`src/rtl/pipe_pwr_ctrl_xn.sv`:
```
// PIPE power-state and receiver-detect controller for an N-lane ECP3 PCIe PHY.
// Produces PhyStatus, per-lane detect results, SERDES detect strobes and filtered RxElecIdle.
module pipe_pwr_ctrl_xn #(
   parameter int NUM_LANES     = 4,
   parameter int LOCK_WAIT     = 32,
   parameter int DET_CT_CYCLES = 16,
   parameter int DET_TIMEOUT   = 255,
   parameter int EI_FILT       = 8
) (
   input  logic                   PCLK,
   input  logic                   RESET,
   input  logic [1:0]             PowerDown,
   input  logic                   TxDetectRx_Loopback,
   input  logic [NUM_LANES-1:0]   TxElecIdle,
   input  logic                   ffs_plol,
   input  logic [NUM_LANES-1:0]   ffs_rlol,
   input  logic [NUM_LANES-1:0]   rx_ei_raw,
   input  logic [NUM_LANES-1:0]   ffs_pcie_done,
   input  logic [NUM_LANES-1:0]   ffs_pcie_con,
   output logic                   PhyStatus,
   output logic [3*NUM_LANES-1:0] RxStatus,
   output logic [NUM_LANES-1:0]   RxElecIdle,
   output logic                   ffc_pcie_det_en,
   output logic                   ffc_pcie_ct,
   output logic [1:0]             cur_pd
);

   localparam int LOCK_W = $clog2(LOCK_WAIT + 1);
   localparam int CT_W   = $clog2(DET_CT_CYCLES + 1);
   localparam int TO_W   = $clog2(DET_TIMEOUT + 1);
   localparam int DET_W  = (CT_W > TO_W) ? CT_W : TO_W;
   localparam int EI_W   = $clog2(EI_FILT + 1);

   typedef enum logic [2:0] {
      ST_LOCK,
      ST_IDLE,
      ST_DET_EN,
      ST_DET_CT,
      ST_DET_WAIT,
      ST_DET_RES,
      ST_DET_HOLD
   } state_t;

   state_t                 state_reg, state_next;
   logic [LOCK_W-1:0]      lock_cnt_reg, lock_cnt_next;
   logic [DET_W-1:0]       det_cnt_reg, det_cnt_next;
   logic                   phy_status_reg, phy_status_next;
   logic                   det_en_reg, det_en_next;
   logic                   ct_reg, ct_next;
   logic [1:0]             cur_pd_reg, cur_pd_next;
   logic [3*NUM_LANES-1:0] rx_status_reg, rx_status_next;
   logic [3*NUM_LANES-1:0] det_result;
   logic                   all_tx_idle;
   logic                   all_done;
   logic                   force_idle;

   assign all_tx_idle = &TxElecIdle;
   assign all_done    = &ffs_pcie_done;
   assign force_idle  = cur_pd_reg[1] || (state_reg == ST_LOCK);

   always_comb begin
      state_next      = state_reg;
      lock_cnt_next   = lock_cnt_reg;
      det_cnt_next    = det_cnt_reg;
      phy_status_next = 1'b0;
      det_en_next     = det_en_reg;
      ct_next         = ct_reg;
      cur_pd_next     = cur_pd_reg;
      rx_status_next  = '0;

      // Lock loss outranks everything outside ST_LOCK and aborts any detect.
      if ((state_reg != ST_LOCK) && ffs_plol) begin
         state_next      = ST_LOCK;
         phy_status_next = 1'b1;
         det_en_next     = 1'b0;
         ct_next         = 1'b0;
         lock_cnt_next   = '0;
         det_cnt_next    = '0;
      end else begin
         case (state_reg)
            ST_LOCK: begin
               phy_status_next = 1'b1;
               if (ffs_plol) begin
                  lock_cnt_next = '0;
               end else if (lock_cnt_reg == LOCK_W'(LOCK_WAIT - 1)) begin
                  lock_cnt_next   = '0;
                  phy_status_next = 1'b0;
                  cur_pd_next     = 2'b10;
                  state_next      = ST_IDLE;
               end else begin
                  lock_cnt_next = lock_cnt_reg + LOCK_W'(1);
               end
            end
            ST_IDLE: begin
               if (PowerDown != cur_pd_reg) begin
                  cur_pd_next     = PowerDown;
                  phy_status_next = 1'b1;
               end else if ((cur_pd_reg == 2'b10) && TxDetectRx_Loopback && all_tx_idle) begin
                  state_next   = ST_DET_EN;
                  det_en_next  = 1'b1;
                  det_cnt_next = '0;
               end
            end
            ST_DET_EN: begin
               if (det_cnt_reg == DET_W'(1)) begin
                  state_next   = ST_DET_CT;
                  ct_next      = 1'b1;
                  det_cnt_next = '0;
               end else begin
                  det_cnt_next = det_cnt_reg + DET_W'(1);
               end
            end
            ST_DET_CT: begin
               if (det_cnt_reg == DET_W'(DET_CT_CYCLES - 1)) begin
                  state_next   = ST_DET_WAIT;
                  ct_next      = 1'b0;
                  det_cnt_next = '0;
               end else begin
                  det_cnt_next = det_cnt_reg + DET_W'(1);
               end
            end
            ST_DET_WAIT: begin
               if (all_done) begin
                  state_next      = ST_DET_RES;
                  det_en_next     = 1'b0;
                  phy_status_next = 1'b1;
                  rx_status_next  = det_result;
                  det_cnt_next    = '0;
               end else if (det_cnt_reg == DET_W'(DET_TIMEOUT - 1)) begin
                  state_next      = ST_DET_RES;
                  det_en_next     = 1'b0;
                  phy_status_next = 1'b1;
                  det_cnt_next    = '0;
               end else begin
                  det_cnt_next = det_cnt_reg + DET_W'(1);
               end
            end
            ST_DET_RES: begin
               state_next = ST_DET_HOLD;
            end
            ST_DET_HOLD: begin
               if (!TxDetectRx_Loopback) begin
                  state_next = ST_IDLE;
               end
            end
            default: begin
               state_next      = ST_LOCK;
               phy_status_next = 1'b1;
               det_en_next     = 1'b0;
               ct_next         = 1'b0;
            end
         endcase
      end
   end

   always_ff @(posedge PCLK) begin
      if (RESET) begin
         state_reg      <= ST_LOCK;
         lock_cnt_reg   <= '0;
         det_cnt_reg    <= '0;
         phy_status_reg <= 1'b1;
         det_en_reg     <= 1'b0;
         ct_reg         <= 1'b0;
         cur_pd_reg     <= 2'b10;
         rx_status_reg  <= '0;
      end else begin
         state_reg      <= state_next;
         lock_cnt_reg   <= lock_cnt_next;
         det_cnt_reg    <= det_cnt_next;
         phy_status_reg <= phy_status_next;
         det_en_reg     <= det_en_next;
         ct_reg         <= ct_next;
         cur_pd_reg     <= cur_pd_next;
         rx_status_reg  <= rx_status_next;
      end
   end

   genvar gi;
   generate
      for (gi = 0; gi < NUM_LANES; gi++) begin : g_lane
         logic [EI_W-1:0] ei_cnt_reg, ei_cnt_next;
         logic            ei_reg;

         assign det_result[3*gi +: 3] = ffs_pcie_con[gi] ? 3'b011 : 3'b000;

         // Idle clears only once the saturating quiet-run count reaches EI_FILT.
         always_comb begin
            ei_cnt_next = ei_cnt_reg;
            if (force_idle || ffs_rlol[gi] || rx_ei_raw[gi]) begin
               ei_cnt_next = '0;
            end else if (ei_cnt_reg != EI_W'(EI_FILT)) begin
               ei_cnt_next = ei_cnt_reg + EI_W'(1);
            end
         end

         always_ff @(posedge PCLK) begin
            if (RESET) begin
               ei_cnt_reg <= '0;
               ei_reg     <= 1'b1;
            end else begin
               ei_cnt_reg <= ei_cnt_next;
               ei_reg     <= (ei_cnt_next != EI_W'(EI_FILT));
            end
         end

         assign RxElecIdle[gi] = ei_reg;
      end
   endgenerate

   assign PhyStatus       = phy_status_reg;
   assign RxStatus        = rx_status_reg;
   assign ffc_pcie_det_en = det_en_reg;
   assign ffc_pcie_ct     = ct_reg;
   assign cur_pd          = cur_pd_reg;

endmodule

```
`config.mk`:
```
export PLATFORM = sky130hd
export DESIGN_NAME = pipe_pwr_ctrl_xn
export DESIGN_NICKNAME = d
export VERILOG_FILES = /design/src/rtl/pipe_pwr_ctrl_xn.sv
export SDC_FILE = /design/constraint.sdc
export NUM_CORES = 1
export LEC_CHECK = 0
export ABC_CLOCK_PERIOD_IN_PS = 5600
export BUFFER_PORTS_ARGS = -buffer_cell sky130_fd_sc_hd__buf_2
export CORE_UTILIZATION = 40
export CTS_BUF_LIST = sky130_fd_sc_hd__clkbuf_16
export CTS_CLUSTER_DIAMETER = 120
export CTS_CLUSTER_SIZE = 28
export DETAILED_ROUTE_END_ITERATION = 10
export PLACE_DENSITY = 0.61
export SLEW_MARGIN = 25
export SYNTH_ARGS = -nofsm -noshare
export SYNTH_HDL_FRONTEND = slang
export SYNTH_SLANG_ARGS = --single-unit
```
`constraint.sdc`:
```
create_clock -name PCLK -period 5.6 [get_ports PCLK]
set_clock_uncertainty 0.1 [all_clocks]
set_input_delay 0.56 -clock PCLK [delete_from_list [all_inputs] [get_ports PCLK]]
set_output_delay 0.56 -clock PCLK [all_outputs]
set_load 0.005 [all_outputs]
```
[Word-level counts from Yosys, hierarchy flattened]
Index checks and enable logic that the tools add are counted.
Operators by class
  bitwise logic cells: 5
  add/subtract/negate cells: 6
  muxes and demuxes: 49
  reductions and logical operators: 28
  eq/ne operators: 29
Operators with widths (count)
  $mux W8: 6
  $mux W4: 8
  $ne A4 B4 Y1 const B: 8
  $pmux W8 S4: 1
  $mux W3: 9
  $pmux W3 S7: 1
  $add A4 B1 Y4 const B: 4
  $mux W2: 7
  $ne A2 B2 Y1 const B: 7
  $mux W6: 2
  $reduce_and A4 Y1: 3
  $mux W1: 11
  $reduce_or A5 Y1: 2
  $eq A3 B3 Y1 const B: 3
  $logic_or A1 B1 Y1: 9
  $add A8 B1 Y8 const B: 1
  $eq A8 B1 Y1 const B: 1
  $eq A8 B4 Y1 const B: 1
  $eq A8 B8 Y1 const B: 1
  $reduce_and A8 Y1: 1
  $reduce_or A4 Y1: 2
  $add A6 B1 Y6 const B: 1
  $eq A3 B2 Y1 const B: 2
  $eq A6 B5 Y1 const B: 1
  17 further kinds: 25
Word-level totals
  output and inout port bits: 21
  logic and storage cells: 133
  input port bits: 26
  bits in registers: 54

[Longest topological paths before layout]
  depth after elaboration: 6
  gate-level depth with buffers: 7
  gate-level depth less buffers: 7

[Least setup slack after synthesis]
No wires, ideal clock.
  kind: register to register
  start point: reg det_cnt_reg[0]
  end point: reg state_reg[1]
  buffers on the path: 0
  arrival: 1662 ps
  setup time: 117 ps
  required time: 5383 ps
  slack: 3720 ps
  clock period less this slack: 1880 ps
  stages on the path, launching flop included: 7
  cell sequence: dfxtp_1 > ha_1 > or4b_1 > a21oi_2 > a21oi_1 > a21o_1 > a32o_1
On the way
  cells in the longest elaborated chain, start to end: 3
  elaborated cells on any way between the ends: 7
  classes of those cells: eq/ne: 6; reduce/logical: 1
Ends and longest elaborated chain
  start: declaration: line 46  | logic [DET_W-1:0] det_cnt_reg, det_cnt_next;
  start signal: assignment: line 169  | det_cnt_reg <= det_cnt_next;
  $eq A8 B8 Y1 (tied with other cells): line 129  | end else if (det_cnt_reg == DET_W'(DET_TIMEOUT - 1)) begin
  $ne A3 B3 Y1 (no line) / $ne A2 B2 Y1 (equally long branches)
  $reduce_and A8 Y1 (no line) (*)
  end signal: assignment: line 167  | state_reg <= state_next;
  end: declaration: line 44  | state_t state_reg, state_next;
Mark *: on every way between the ends. The rest lies on a longest branch, timed or not.
A chain may end at the register's enable or synchronous reset.

[Final worst setup path]
  start point: reg state_reg[0]
  end point: reg cur_pd_reg[0], in the netlist cur_pd[0]
On the way
  cells in the longest elaborated chain, start to end: 4
  elaborated cells on any way between the ends: 11
  classes of those cells: eq/ne: 4; mux: 1; bitwise: 1; reduce/logical: 5
Ends and longest elaborated chain
  parallel branches: the longest is 4 deep, another holds $reduce_and A5 Y1
  end signal: assignment: line 173  | cur_pd_reg <= cur_pd_next;
  end: declaration: line 50  | logic [1:0] cur_pd_reg, cur_pd_next;
Several ways; the timed one is not identified.

==> impl_metrics.xml <==
<?xml version="1.0" encoding="UTF-8"?>
<metrics>
  <group name="cts">
    <metric name="skew_pair_late_insertion_delay" unit="ps">290</metric>
    <metric name="clock-sinks" unit="">46</metric>
    <metric name="clockBufferDepth" unit="">2</metric>
    <metric name="cts_setup_buffers" unit="">0</metric>
    <metric name="cts-htree-levels" unit="">2</metric>
    <metric name="clkTransAtPathRegs" unit="ps">60</metric>
    <metric name="cts-root-buf" unit="">sky130_fd_sc_hd__clkbuf_16</metric>
    <metric name="tritoncts" unit="">done</metric>
    <metric name="cts_resized" unit="">0</metric>
    <metric name="number_of_buffers_inserted_during_clock_tree_synthesis" unit="">5</metric>
    <metric name="cts-hold-fix-buffers" unit="">0</metric>
  </group>
  <group name="sta">
    <metric name="timing.final.hold_violations" unit="">0</metric>
    <metric name="timing.final.setup_violations" unit="">0</metric>
    <metric name="period_minus_slack" unit="ps">2220</metric>
    <metric name="final.period_utilization" unit="%">39.6</metric>
    <metric name="hold_ws" unit="ps">367</metric>
    <metric name="timing.final.max_slew_violations" unit="">0</metric>
    <metric name="timing.setup.tns" unit="ps">0</metric>
    <metric name="slew_headroom" unit="%">50.3</metric>
    <metric name="max_clock_freq" unit="GHz">0.451</metric>
    <metric name="timing_worst_slew_pin_value" unit="ps">741</metric>
    <metric name="grt_setup_unrepaired" unit="">false</metric>
  </group>
  <group name="outcome">
    <metric name="result_of_the_run" unit="">finished, final reports clean</metric>
  </group>
  <group name="cells_and_area">
    <metric name="synthToLayoutAreaGrowth" unit="%">15.0</metric>
    <metric name="nets" unit="">358</metric>
    <metric name="n_fill_cell" unit="">531</metric>
    <metric name="flip_flop_count_of_the_largest_register_all_copies_and_words_added" unit="">16</metric>
    <metric name="finish.instance_area" unit="um2">2750</metric>
    <metric name="antenna-diode-count" unit="">0</metric>
    <metric name="drive_above_1_share" unit="%">19.6</metric>
  </group>
  <group name="floorplan">
    <metric name="design.core.area" unit="um2">5640</metric>
    <metric name="width_of_the_die" unit="um">79.4</metric>
    <metric name="rows" unit="">27</metric>
    <metric name="floorplan.die_area" unit="um2">6300</metric>
    <metric name="initial_utilization" unit="%">42.4</metric>
    <metric name="dieHeight" unit="um">79.4</metric>
    <metric name="boundaryPins" unit="">47</metric>
  </group>
  <group name="worst_setup_path">
    <metric name="path_cells" unit="">nor3b_1 &gt; o21ai_0 &gt; a21oi_2 &gt; mux2i_1 &gt; nor2_1</metric>
    <metric name="critPathCaptureType" unit="">flop</metric>
    <metric name="r2r_slack" unit="ps">3380</metric>
    <metric name="crit_type" unit="">reg2reg</metric>
    <metric name="r2r-start" unit="">state_reg[0]</metric>
    <metric name="reg2reg_depth" unit="">5</metric>
    <metric name="critPathTopFamily" unit="">simple AND/OR/NAND/NOR gates</metric>
    <metric name="critPathRequiredTime" unit="ps">5680</metric>
    <metric name="critical_path.startpoint_type" unit="">flop</metric>
    <metric name="worstReg2RegEnd" unit="">cur_pd[0]</metric>
    <metric name="timing.critical_path.slowest_stage_cell" unit="">sky130_fd_sc_hd__dfxtp_1</metric>
    <metric name="critPathMaxFanout" unit="">15</metric>
    <metric name="cpPeakStageDelay" unit="ps">620</metric>
    <metric name="worstPathArrival" unit="ps">2300</metric>
    <metric name="crit_buf_inv" unit="">0</metric>
  </group>
  <group name="detailed_routing">
    <metric name="routed_wl" unit="um">4770</metric>
    <metric name="first_pass_iters" unit="">4</metric>
    <metric name="initialDrtViolationCount" unit="">47</metric>
    <metric name="route.detailed.drc" unit="">0</metric>
    <metric name="antenna_left" unit="">0</metric>
    <metric name="detailroute.via_count" unit="">1995</metric>
    <metric name="avgViaCountPerCell" unit="">5.08</metric>
    <metric name="detail_route.wl_per_cell" unit="um">12.1</metric>
  </group>
  <group name="synth">
    <metric name="postSynth.asyncResetShare" unit="%">0</metric>
    <metric name="synth-warning-count" unit="">0</metric>
    <metric name="seq_area_frac_synth" unit="%">38.5</metric>
    <metric name="synthesis.area" unit="um2">2390</metric>
    <metric name="number_of_synthesized_flops_with_an_enable_pin" unit="">0</metric>
    <metric name="postSynthAreaPerCell" unit="um2">8.34</metric>
    <metric name="netlist_top_cells_area" unit="">sky130_fd_sc_hd__dfxtp_1 38%, sky130_fd_sc_hd__ha_1 6.3%, sky130_fd_sc_hd__nor2_1 5.2%, sky130_fd_sc_hd__nand2_1 4.5%, sky130_fd_sc_hd__buf_4 3.8%</metric>
    <metric name="post-synth-top-area-cell" unit="">sky130_fd_sc_hd__dfxtp_1</metric>
    <metric name="synth.ff_latch_count" unit="">46</metric>
    <metric name="share_of_the_synthesized_area_in_the_top_cell_type" unit="%">38.5</metric>
    <metric name="synth_cell_types" unit="">52</metric>
    <metric name="synthFlopType" unit="">sky130_fd_sc_hd__dfxtp_1</metric>
    <metric name="synth_cells" unit="">287</metric>
  </group>
  <group name="global_route">
    <metric name="global_route.usage.total" unit="%">16.4</metric>
    <metric name="pin_count_of_the_biggest_net_entering_global_routing" unit="">16</metric>
    <metric name="via_count_of_the_first_global_routing_pass" unit="">1814</metric>
    <metric name="wire_length_of_the_first_global_routing_pass" unit="um">8040</metric>
    <metric name="grt_antenna_before_repair" unit="">0</metric>
    <metric name="grt.overflow.total" unit="">0</metric>
  </group>
  <group name="placement">
    <metric name="detailed_placement_hpwl" unit="um">3610</metric>
    <metric name="io_buffers" unit="">42</metric>
    <metric name="globalplace.congestion" unit="">0.818</metric>
    <metric name="postPlaceCellArea" unit="um2">2580</metric>
  </group>
  <group name="hold_path">
    <metric name="worstHoldStart" unit="">ffs_pcie_con[2]</metric>
    <metric name="min_path_type" unit="">in2reg</metric>
    <metric name="worstHoldPathCells" unit="">2</metric>
    <metric name="hold_end" unit="">RxStatus[7]</metric>
  </group>
  <group name="power_and_ir_drop">
    <metric name="p_leak" unit="nW">1.10</metric>
    <metric name="power_per_cell_area" unit="nW/um2">351</metric>
    <metric name="total_power" unit="mW">0.967</metric>
    <metric name="peakVddDrop" unit="mV">0.231</metric>
  </group>
  <group name="flow_run">
    <metric name="maxcap_violations" unit="">0</metric>
  </group>
</metrics>
cells by family after synthesis:
kind of cell	synth area share [%]
adders and majority gates	6.27
other	0.157
xor gates and xnor gates	5.49
DFF	38.5
buffers and inverters	7.16
AOI/OAI and AO/OA	14.5
and+or+nand+nor	25.7
muxes	2.30
metrics by stage:
stage               utilization (%)  setup WS [ps]  std cells
global placement               45.8           3410        385
detailed placement             45.8           3380        385
global route                   48.8           3230        393
finish                         48.8           3380        393
floorplan                         -           3720        290
CTS                            48.8           3420        393
power breakdown:
group | internal [mW] | switching [mW] | total [mW]
clock network | 0.210 | 0.127 | 0.338
registers | 0.349 | 0.0397 | 0.389
logic | 0.0854 | 0.155 | 0.240
worst reg2reg max path: stages, from the launching register on:
cell                      delay (ps)
sky130_fd_sc_hd__dfxtp_1         620
sky130_fd_sc_hd__nor3b_1         610
sky130_fd_sc_hd__o21ai_0         300
sky130_fd_sc_hd__a21oi_2         240
sky130_fd_sc_hd__mux2i_1         200
sky130_fd_sc_hd__nor2_1           50
final cells by class:
cell class | instances | area (um2) | area share (%)
Sequential cell | 46 | 921 | 33.4
Tap cell | 72 | 90.1 | 3.27
Multi-Input combinational cell | 212 | 1310 | 47.7
Timing Repair Buffer | 42 | 210 | 7.63
Clock inverter | 3 | 45.0 | 1.64
Clock buffer | 5 | 125 | 4.54
Inverter | 13 | 48.8 | 1.77
how the worst max path moves through the flow:
stage / startpoint / slack [ps] / depth (start not counted) / endpoint
2_1_floorplan: det_cnt_reg[0] / 3720 / 6 / state_reg[1]
3_3_place_gp: state_reg[0] / 3410 / 5 / cur_pd[0]
3_5_place_dp: PowerDown[1] / 3380 / 6 / det_cnt_reg[2]
4_1_cts: state_reg[0] / 3420 / 5 / cur_pd[1]
5_1_grt: state_reg[0] / 3230 / 5 / cur_pd[1]
6_report: state_reg[0] / 3380 / 5 / cur_pd[0]
cell usage in the layout (no fill, tap or decap), drive strengths merged, types with 5 or more instances in the layout:
master,count
a21oi,19
and2,5
and3,5
buf,42
clkbuf,5
dfxtp,46
ha,12
inv,13
nand2,29
nand3,14
nand4,5
nor2,33
nor3,13
o21ai,8
xnor2,6
xor2,9
cells in the mapped netlist (2+ instances only):
cell type,count
sky130_fd_sc_hd__a21oi_1,17
sky130_fd_sc_hd__nor2b_1,4
sky130_fd_sc_hd__or3_1,3
sky130_fd_sc_hd__a211oi_1,4
sky130_fd_sc_hd__o211ai_1,2
sky130_fd_sc_hd__buf_2,5
sky130_fd_sc_hd__and2_1,5
sky130_fd_sc_hd__mux2_2,4
sky130_fd_sc_hd__inv_1,13
sky130_fd_sc_hd__or2_2,2
sky130_fd_sc_hd__o21ai_0,7
sky130_fd_sc_hd__a311oi_1,2
sky130_fd_sc_hd__a21o_1,2
sky130_fd_sc_hd__nor2_1,33
sky130_fd_sc_hd__a31oi_1,3
sky130_fd_sc_hd__o21a_1,2
sky130_fd_sc_hd__nand4_1,5
sky130_fd_sc_hd__dfxtp_1,46
sky130_fd_sc_hd__a21oi_2,2
sky130_fd_sc_hd__and3_1,5
sky130_fd_sc_hd__xnor2_1,6
sky130_fd_sc_hd__nand3_1,14
sky130_fd_sc_hd__nand2b_1,3
sky130_fd_sc_hd__buf_4,12
sky130_fd_sc_hd__xor2_1,9
sky130_fd_sc_hd__nand2_1,29
sky130_fd_sc_hd__ha_1,12
sky130_fd_sc_hd__nor3_1,12
layer usage:
layer	wire length [um]	track usage, %	vias to the layer above
met5	0	0	-
met4	96	7.45	0
met3	317	3.66	9
met2	2180	26.2	56
met1	2180	21.1	880
li1	-	-	1050
No activity file was read; power rests on OpenSTA's default activity.
